[config.mk]
export PLATFORM = sky130hd
export DESIGN_NAME = feeder_bank
export DESIGN_NICKNAME = d
export VERILOG_FILES = /design/src/rtl/feeder_bank.sv
export SDC_FILE = /design/constraint.sdc
export NUM_CORES = 1
export LEC_CHECK = 0
export CAP_MARGIN = 25
export CORE_MARGIN = 2
export CORE_UTILIZATION = 33
export CTS_BUF_LIST = sky130_fd_sc_hd__clkbuf_16
export DETAILED_ROUTE_END_ITERATION = 7
export PLACE_DENSITY = 0.57
export SLEW_MARGIN = 20
export SYNTH_ARGS = -nofsm -noshare
export SYNTH_HDL_FRONTEND = slang
export SYNTH_SLANG_ARGS = --single-unit
[constraint.sdc]
create_clock -name clk -period 12.6 [get_ports clk]
set_input_delay 1.26 -clock clk [delete_from_list [all_inputs] [get_ports clk]]
set_output_delay 1.26 -clock clk [all_outputs]
set_load 0.05 [all_outputs]
[src/rtl/feeder_bank.sv]
// feeder_bank: multi-channel portion feeder plant model.
// Per channel: wheel counter, portion store, timed or manual refill.
module feeder_bank #(
   parameter int CHANNELS    = 4,
   parameter int PERIOD      = 65536,
   parameter int PORTIONS    = 10,
   parameter int REFILL      = 100,
   parameter int AUTO_REFILL = 1,
   parameter int CNT_W       = 16
) (
   input  logic                clk,
   input  logic                rst,
   input  logic                en,
   input  logic [CHANNELS-1:0] ch_en,
   input  logic [CHANNELS-1:0] x,
   input  logic [CHANNELS-1:0] refill_req,
   input  logic                cnt_clr,
   output logic [CHANNELS-1:0] revolution,
   output logic [CHANNELS-1:0] remain,
   output logic [CHANNELS-1:0] feed,
   output logic [CHANNELS-1:0] refilled,
   output logic [CNT_W-1:0]    fed_count
);

   localparam int CW = $clog2(PERIOD);
   localparam int NW = $clog2(PORTIONS + 1);
   localparam int RW = (REFILL > 1) ? $clog2(REFILL) : 1;
   localparam int SW = CNT_W + $clog2(CHANNELS + 1);

   localparam logic [CW-1:0] HALF  = CW'(PERIOD / 2);
   localparam logic [CW-1:0] DROP  = CW'(PERIOD * 3 / 4);
   localparam logic [CW-1:0] TOP   = CW'(PERIOD - 1);
   localparam logic [NW-1:0] FULL  = NW'(PORTIONS);
   localparam logic [RW-1:0] RLOAD = RW'(REFILL - 1);
   localparam logic [CNT_W-1:0] CMAX = '1;

   for (genvar i = 0; i < CHANNELS; i++) begin : g_ch
      logic [CW-1:0] ctr;
      logic [NW-1:0] n_rem;
      logic [RW-1:0] rdly;
      logic          rfd;
      logic          act;
      logic          refill;

      assign act    = en & ch_en[i];
      assign refill = refill_req[i]
                    | ((AUTO_REFILL != 0) && (n_rem == '0) && (rdly == '0));

      assign feed[i]       = act & (ctr == DROP) & (n_rem != '0);
      assign revolution[i] = (ctr < HALF);
      assign remain[i]     = (n_rem != '0);
      assign refilled[i]   = rfd;

      always_ff @(posedge clk) begin
         if (rst) begin
            ctr   <= '0;
            n_rem <= FULL;
            rdly  <= RLOAD;
            rfd   <= 1'b0;
         end else begin
            rfd <= act & refill;
            if (act) begin
               // holding on the drop point still steps off it once
               if (x[i])
                  ctr <= (ctr == '0) ? TOP : ctr - CW'(1);
               else
                  ctr <= ctr - CW'(feed[i]);

               if (refill)
                  n_rem <= FULL;
               else
                  n_rem <= n_rem - NW'(feed[i]);

               if (n_rem != '0)
                  rdly <= RLOAD;
               else if (rdly != '0)
                  rdly <= rdly - RW'(1);
            end
         end
      end
   end

   logic [SW-1:0] sum;

   always_comb begin
      sum = SW'(fed_count);
      for (int i = 0; i < CHANNELS; i++)
         sum = sum + SW'(feed[i]);
   end

   always_ff @(posedge clk) begin
      if (rst)
         fed_count <= '0;
      else if (en) begin
         if (cnt_clr)
            fed_count <= '0;
         else
            fed_count <= (sum > SW'(CMAX)) ? CMAX : sum[CNT_W-1:0];
      end
   end

endmodule

Word level (Yosys, flattened, before mapping)
Index checks and enable logic that the tools add are counted.
{"block": "word_totals", "regBits": 128, "out_inout_bits": 32, "inputBits": 16}
{"block": "op_classes", "n_addsub": 20, "eq_ne": 4, "reduce_logical": 32, "magnitude_cmp": 5, "bitwise_logic": 20, "muxes": 22}
{"cell": "2-to-1 mux 16 bit", "count": 10}
{"cell": "== test 16 bit (second input constant)", "count": 4}
{"cell": "logical NOT 16 bit", "count": 4}
{"cell": "< comparator 16 bit (second input constant)", "count": 4}
{"cell": "subtractor 16 x 1 -> 16 bit", "count": 4}
{"cell": "subtractor 16 x 1 -> 16 bit (second input constant)", "count": 4}
{"cell": "2-to-1 mux 7 bit", "count": 8}
{"cell": "logical NOT 7 bit", "count": 4}
{"cell": "nonzero test 7 bit", "count": 4}
{"cell": "subtractor 7 x 1 -> 7 bit (second input constant)", "count": 4}
{"cell": "adder 18 x 1 -> 19 bit", "count": 1}
{"cell": "adder 19 x 1 -> 19 bit", "count": 1}
{"cell": "> comparator 19 x 16 -> 1 bit (second input constant)", "count": 1}
{"cell": "adder 17 x 1 -> 18 bit", "count": 1}
{"cell": "adder 16 x 1 -> 17 bit", "count": 1}
{"cell": "AND 1 bit", "count": 16}
{"cell": "logical NOT 4 bit", "count": 4}
{"cell": "2-to-1 mux 4 bit", "count": 4}
{"cell": "nonzero test 4 bit", "count": 4}
{"cell": "subtractor 4 x 1 -> 4 bit", "count": 4}
{"cell": "AND reduction 2 bit", "count": 4}
{"cell": "nonzero test 2 bit", "count": 4}
{"cell": "logical AND 1 bit", "count": 4}
{"cell": "bitwise OR 1 bit", "count": 4}

Logic depth before layout (Yosys ltp)
{"block": "depth", "depth_word": 10, "ltp_mapped": 17}

Least setup slack after synthesis
OpenSTA, ideal clock, no wires.
{"block": "synth_path", "path_kind": "input port to flip-flop", "from": "input port en", "to": "register fed_count[1]", "path_stages": 16, "arrival_ns": 6.107, "path_slack_ns": 6.427, "n_path_buf": 4, "path_cell_list": "clkbuf_1 nand2_1 clkbuf_1 nor4_1 fa_1 inv_1 fa_1 inv_1 fa_1 nand4_1 or4_1 clkbuf_1 clkbuf_1 a21oi_1 mux2i_1 nor2_1"}
{"block": "synth_via", "elab_cells_between_ends": 19}
{"element": "from (decl)", "line_no": "13", "rtl": "input logic en,"}
{"element": "AND 1 bit *", "line_no": "45", "rtl": "assign act = en & ch_en[i];"}
{"element": "AND 1 bit * (2 in a row)", "line_no": "49", "rtl": "assign feed[i] = act & (ctr == DROP) & (n_rem != '0);"}
{"element": "net feed[1]", "line_no": "20", "rtl": "output logic [CHANNELS-1:0] feed,"}
{"element": "adder 17 x 1 -> 18 bit *", "line_no": "88", "rtl": "sum = sum + SW'(feed[i]);"}
{"element": "adder 18 x 1 -> 19 bit *", "line_no": "88"}
{"element": "adder 19 x 1 -> 19 bit *", "line_no": "88"}
{"element": "> comparator 19 x 16 -> 1 bit", "line_no": "98", "rtl": "fed_count <= (sum > SW'(CMAX)) ? CMAX : sum[CNT_W-1:0];"}
{"element": "2-to-1 mux 16 bit *", "line_no": "98"}
{"element": "2-to-1 mux 16 bit *", "line_no": "95", "rtl": "if (cnt_clr)"}
{"element": "to (signal assigned)", "line_no": "98"}
{"element": "to (decl)", "line_no": "22", "rtl": "output logic [CNT_W-1:0] fed_count"}
The timed path passes the listed nets; every way through them passes the cells marked *.
A chain may end at the register's enable or synchronous reset.

Final worst setup path
{"block": "layout_path", "from": "input port en", "to": "output port feed[2]"}
{"block": "layout_via", "elab_chain_cells": 3}
{"element": "AND 1 bit", "line_no": "45"}
{"element": "AND 1 bit (2 in a row)", "line_no": "49"}
{"element": "to (decl)", "line_no": "20"}
Every way passes these cells.

==> results_tabular.tex <==
\begin{tabular}{lr}
\hline
Metric & Value \\
\hline
\multicolumn{2}{l}{\textbf{Clocking}} \\
Clock-pin slew of the registers on the worst-case setup and hold paths & 0.06 ns \\
Count of hold buffers inserted by post-cts repair & 0 \\
Source-to-sink clock delay at the later pin of the worst-skew pair & 0.42 ns \\
Number of H-tree levels & 4 \\
Number of gates resized after cts & 0 \\
TritonCTS clock tree & built \\
Buffers inserted by post-CTS timing repair & 0 \\
Root Buffer Master & sky130\_fd\_sc\_hd\_\_clkbuf\_16 \\
Clk buf depth & 2 \\
Clock sink total & 128 \\
Inserted Clock Buffers & 17 \\
\multicolumn{2}{l}{\textbf{Timing}} \\
Final Cycle Share & 0.463 \\
Final Max Tran Viols & 0 \\
Setup repair after global routing missed its margin & false \\
Hold slack final & 0.481 ns \\
Final setup skew & 0.0143 ns \\
Final Hold Vio Count & 0 \\
Post-layout min period & 5.83 ns \\
Transition time at the pin with the least slew margin & 0.964 ns \\
Aggregate negative setup slack & 0 ns \\
Max\_slew headroom & 0.357 \\
Setup violators final & 0 \\
Highest Clock Rate & 172 MHz \\
\multicolumn{2}{l}{\textbf{Final layout}} \\
Leading cell type in the layout, fill and taps excluded & sky130\_fd\_sc\_hd\_\_dfxtp\_1 \\
Ratio of cells with drive above 1 in the final layout & 0.0663 \\
Antenna cells & 0 \\
Number of nets at the end of the flow & 1125 \\
Most frequent cells in the layout & sky130\_fd\_sc\_hd\_\_dfxtp\_1, sky130\_fd\_sc\_hd\_\_nand2\_1, sky130\_fd\_sc\_hd\_\_nor2\_1, sky130\_fd\_sc\_hd\_\_a21oi\_1, sky130\_fd\_sc\_hd\_\_o21ai\_0 \\
Count of fill cells added during filler insertion & 2540 \\
Growth of design area from synthesis to finish & 15.0\% \\
\multicolumn{2}{l}{\textbf{Pwr}} \\
Combinational power share & 0.194 \\
Portion of total power attributed to sequential cells & 0.398 \\
Sw Pwr & 0.000338 W \\
Clk pwr share & 0.408 \\
Worst IR Drop VDD & 0.0862 mV \\
Overall power & 0.00112 W \\
Cell internal power dissipation & 0.000785 W \\
Cell Pwr Density & 119 nW/µm² \\
LEAKAGE & 3.49 nW \\
Switching power share of the total & 0.301 \\
\multicolumn{2}{l}{\textbf{Routing}} \\
Count of unresolved DRC violations after routing & 0 \\
Number of vias per cell after detailed routing & 5.62 \\
DRT iter0 DRCs & 567 \\
Number of optimization iterations in the first detailed-route pass & 5 \\
Antenna Nets Post-Route & 0 \\
Total detailed-routing wirelength & 21800 µm \\
Average wire per cell in the routed design & 15.5 µm \\
Via count & 7930 \\
\multicolumn{2}{l}{\textbf{Setup path}} \\
Reg2Reg Launch Point & g\_ch[3].ctr[8] \\
Worst path most repeated cell & sky130\_fd\_sc\_hd\_\_clkdlybuf4s50\_1 \\
Cells along the critical path & clkdlybuf4s50\_1 > buf\_4 > and2\_1 > nand4\_1 > or4\_1 > inv\_1 > clkdlybuf4s50\_1 \\
Worst setup SP type & input port \\
Endpoint required time on the critical path & 11.34 ns \\
Master of the slowest instance on the critical path & sky130\_fd\_sc\_hd\_\_clkdlybuf4s50\_1 \\
Cell family contributing the most delay on the critical path & buffers and inverters \\
Crit Reg-Reg Endpoint & fed\_count[9] \\
Worst path arrival time & 4.57 ns \\
R2r setup slk & 7.78 ns \\
Worst-path maximum fanout & 25 \\
Stage delay of the slowest cell on the critical path & 0.83 ns \\
Crit end category & output pin \\
Number of buffers and inverters on the critical path & 4 \\
Count of cells along the worst register-to-register path & 14 \\
Crit Path Category & input port to output pin \\
\multicolumn{2}{l}{\textbf{Floorplanning}} \\
Initial Util & 0.336 \\
Row Count & 57 \\
Boundary Pins & 48 \\
Area of the core & 24400 µm² \\
Area enclosed by the die boundary & 26100 µm² \\
Die width & 162 µm \\
Die Ht & 162 µm \\
\multicolumn{2}{l}{\textbf{Global routing}} \\
Pin count of the biggest net entering global routing & 69 \\
Global-route wire length before repair & 37000 µm \\
Global route overflow & 0 \\
Total GRT Usage & 0.170 \\
Initial antenna violation count & 0 \\
Number of global-route vias before repair & 7419 \\
\multicolumn{2}{l}{\textbf{Synthesis}} \\
Syn nets & 1116 \\
Synth unique cells & 76 \\
Main flop type after synthesis & sky130\_fd\_sc\_hd\_\_dfxtp\_1 \\
Number of standard cells after synthesis & 1068 \\
Dominant cell type by area after synthesis & sky130\_fd\_sc\_hd\_\_dfxtp\_1 \\
Area fraction of the dominant cell type after synthesis & 0.312 \\
Number of flops mapped to enable cells by yosys & 0 \\
Cell area after synthesis & 8200 µm² \\
Count of synthesis-stage warnings from yosys & 0 \\
Share of async-settable or async-resettable flops after synthesis & 0 \\
Part of the Yosys area used for sequential elements & 0.312 \\
Avg Cell Area, Syn & 7.68 µm² \\
Top post-synthesis cells by area & sky130\_fd\_sc\_hd\_\_dfxtp\_1, sky130\_fd\_sc\_hd\_\_a21oi\_1, sky130\_fd\_sc\_hd\_\_ha\_1 \\
Number of storage elements in the synthesis netlist & 128 \\
\multicolumn{2}{l}{\textbf{Min path}} \\
Path category of the worst min-delay check & flop to flop \\
Hold\_sp & g\_ch[0].rdly[6] \\
Number of stages on the worst hold path & 2 \\
Endpoint with the worst hold slack & g\_ch[0].rdly[6] \\
\multicolumn{2}{l}{\textbf{Run}} \\
Maximum Capacitance Violations & 0 \\
\multicolumn{2}{l}{\textbf{Run status}} \\
Result of the run & finished clean \\
\multicolumn{2}{l}{\textbf{Place}} \\
Total of buffers placed on input and output ports & 47 \\
Final Wtd Congestion & 0.801 \\
DPL Wire Length & 14600 µm \\
\hline
\end{tabular}
[state kept, by name, summed over array words and instances, names as in the netlist]
name,cells
g_ch.rdly,28
g_ch.rfd,4
fed_count,16
g_ch.ctr,64
g_ch.n_rem,16
[cell usage after synthesis, drive strengths merged, types with 13 or more instances]
master / number
a211oi: 19
a21oi: 75
a31oi: 30
and2: 13
clkbuf: 60
dfxtp: 128
ha: 29
inv: 52
nand2: 95
nand3: 44
nand4: 26
nor2: 94
nor3: 40
nor4: 44
o21ai: 59
or3: 16
xnor2: 17
xor2: 19
[worst reg2reg max path, stage by stage, from the launching register on]
cell                       delay, ns
sky130_fd_sc_hd__dfxtp_1        0.37
sky130_fd_sc_hd__or4_1          0.63
sky130_fd_sc_hd__nor2_1         0.33
sky130_fd_sc_hd__nand2_1        0.11
sky130_fd_sc_hd__nor4_2         0.72
sky130_fd_sc_hd__fa_1           0.27
sky130_fd_sc_hd__inv_1          0.05
sky130_fd_sc_hd__fa_1           0.38
sky130_fd_sc_hd__inv_1          0.08
sky130_fd_sc_hd__fa_1           0.22
sky130_fd_sc_hd__nand4_1        0.17
sky130_fd_sc_hd__or4_1          0.85
sky130_fd_sc_hd__a21bo_2        0.32
sky130_fd_sc_hd__a21oi_1        0.06
sky130_fd_sc_hd__a211oi_1       0.20
[cell families (layout without fill, tap and decap cells)]
logic type,after synthesis,count (layout),share of synthesized area
AND/OR/NAND/NOR,441,441,0.278
AO/OA/AOI/OAI,293,293,0.242
flip-flops,128,128,0.312
buffers and inverters,125,143,0.0610
XOR/XNOR,36,36,0.0384
adder cells (fa/ha/maj),32,32,0.0516
multiplexers,13,13,0.0162
[per-layer routing]
metal / vias up / track usage / share of wire
met1: 3742 / 0.236 / 0.50
met3: 20 / 0.0326 / 0.037
met4: 0 / 0.0491 / 0.012
met2: 160 / 0.269 / 0.45
met5: - / 0 / 0
li1: 4008 / - / -
[worst max path at each step]
stage	cells after the start	start	slack (ns)	to
finish	7	en	6.77	feed[2]
global route	7	en	6.62	feed[2]
CTS	14	en	6.66	fed_count[9]
detailed placement	14	en	6.22	fed_count[9]
global placement	14	en	6.42	fed_count[9]
floorplan	16	en	6.43	fed_count[1]
[metrics by stage]
step	worst slack, ns	cells	util	instance area [µm²]
global route	6.62	1410	0.387	9430
detailed placement	6.22	1380	0.364	8870
floorplan	6.43	1068	-	8200
CTS	6.66	1408	0.385	9400
global placement	6.42	1379	0.363	8860
finish	6.77	1410	0.387	9430
[power groups by stage]
stage	clock network [W]	logic [W]	registers (W)
2_1_floorplan	0	0.000172	0.000442
3_3_place_gp	0	0.000214	0.000455
6_report	0.000459	0.000218	0.000447
3_5_place_dp	0	0.000216	0.000455
5_1_grt	0.000487	0.000244	0.000450
4_1_cts	0.000472	0.000217	0.000446
[final cells by class]
| class | instances | area (µm²) | area share |
|---|---|---|---|
| multi-input combinational | 815 | 5160 | 0.548 |
| timing repair buffer | 62 | 571 | 0.0605 |
| tap | 324 | 405 | 0.0430 |
| sequential | 128 | 2560 | 0.272 |
| clock inverter | 11 | 104 | 0.0110 |
| clock buffer | 17 | 425 | 0.0451 |
| inverter | 53 | 199 | 0.0211 |
Note: power is estimated with default switching activity, not from simulation.
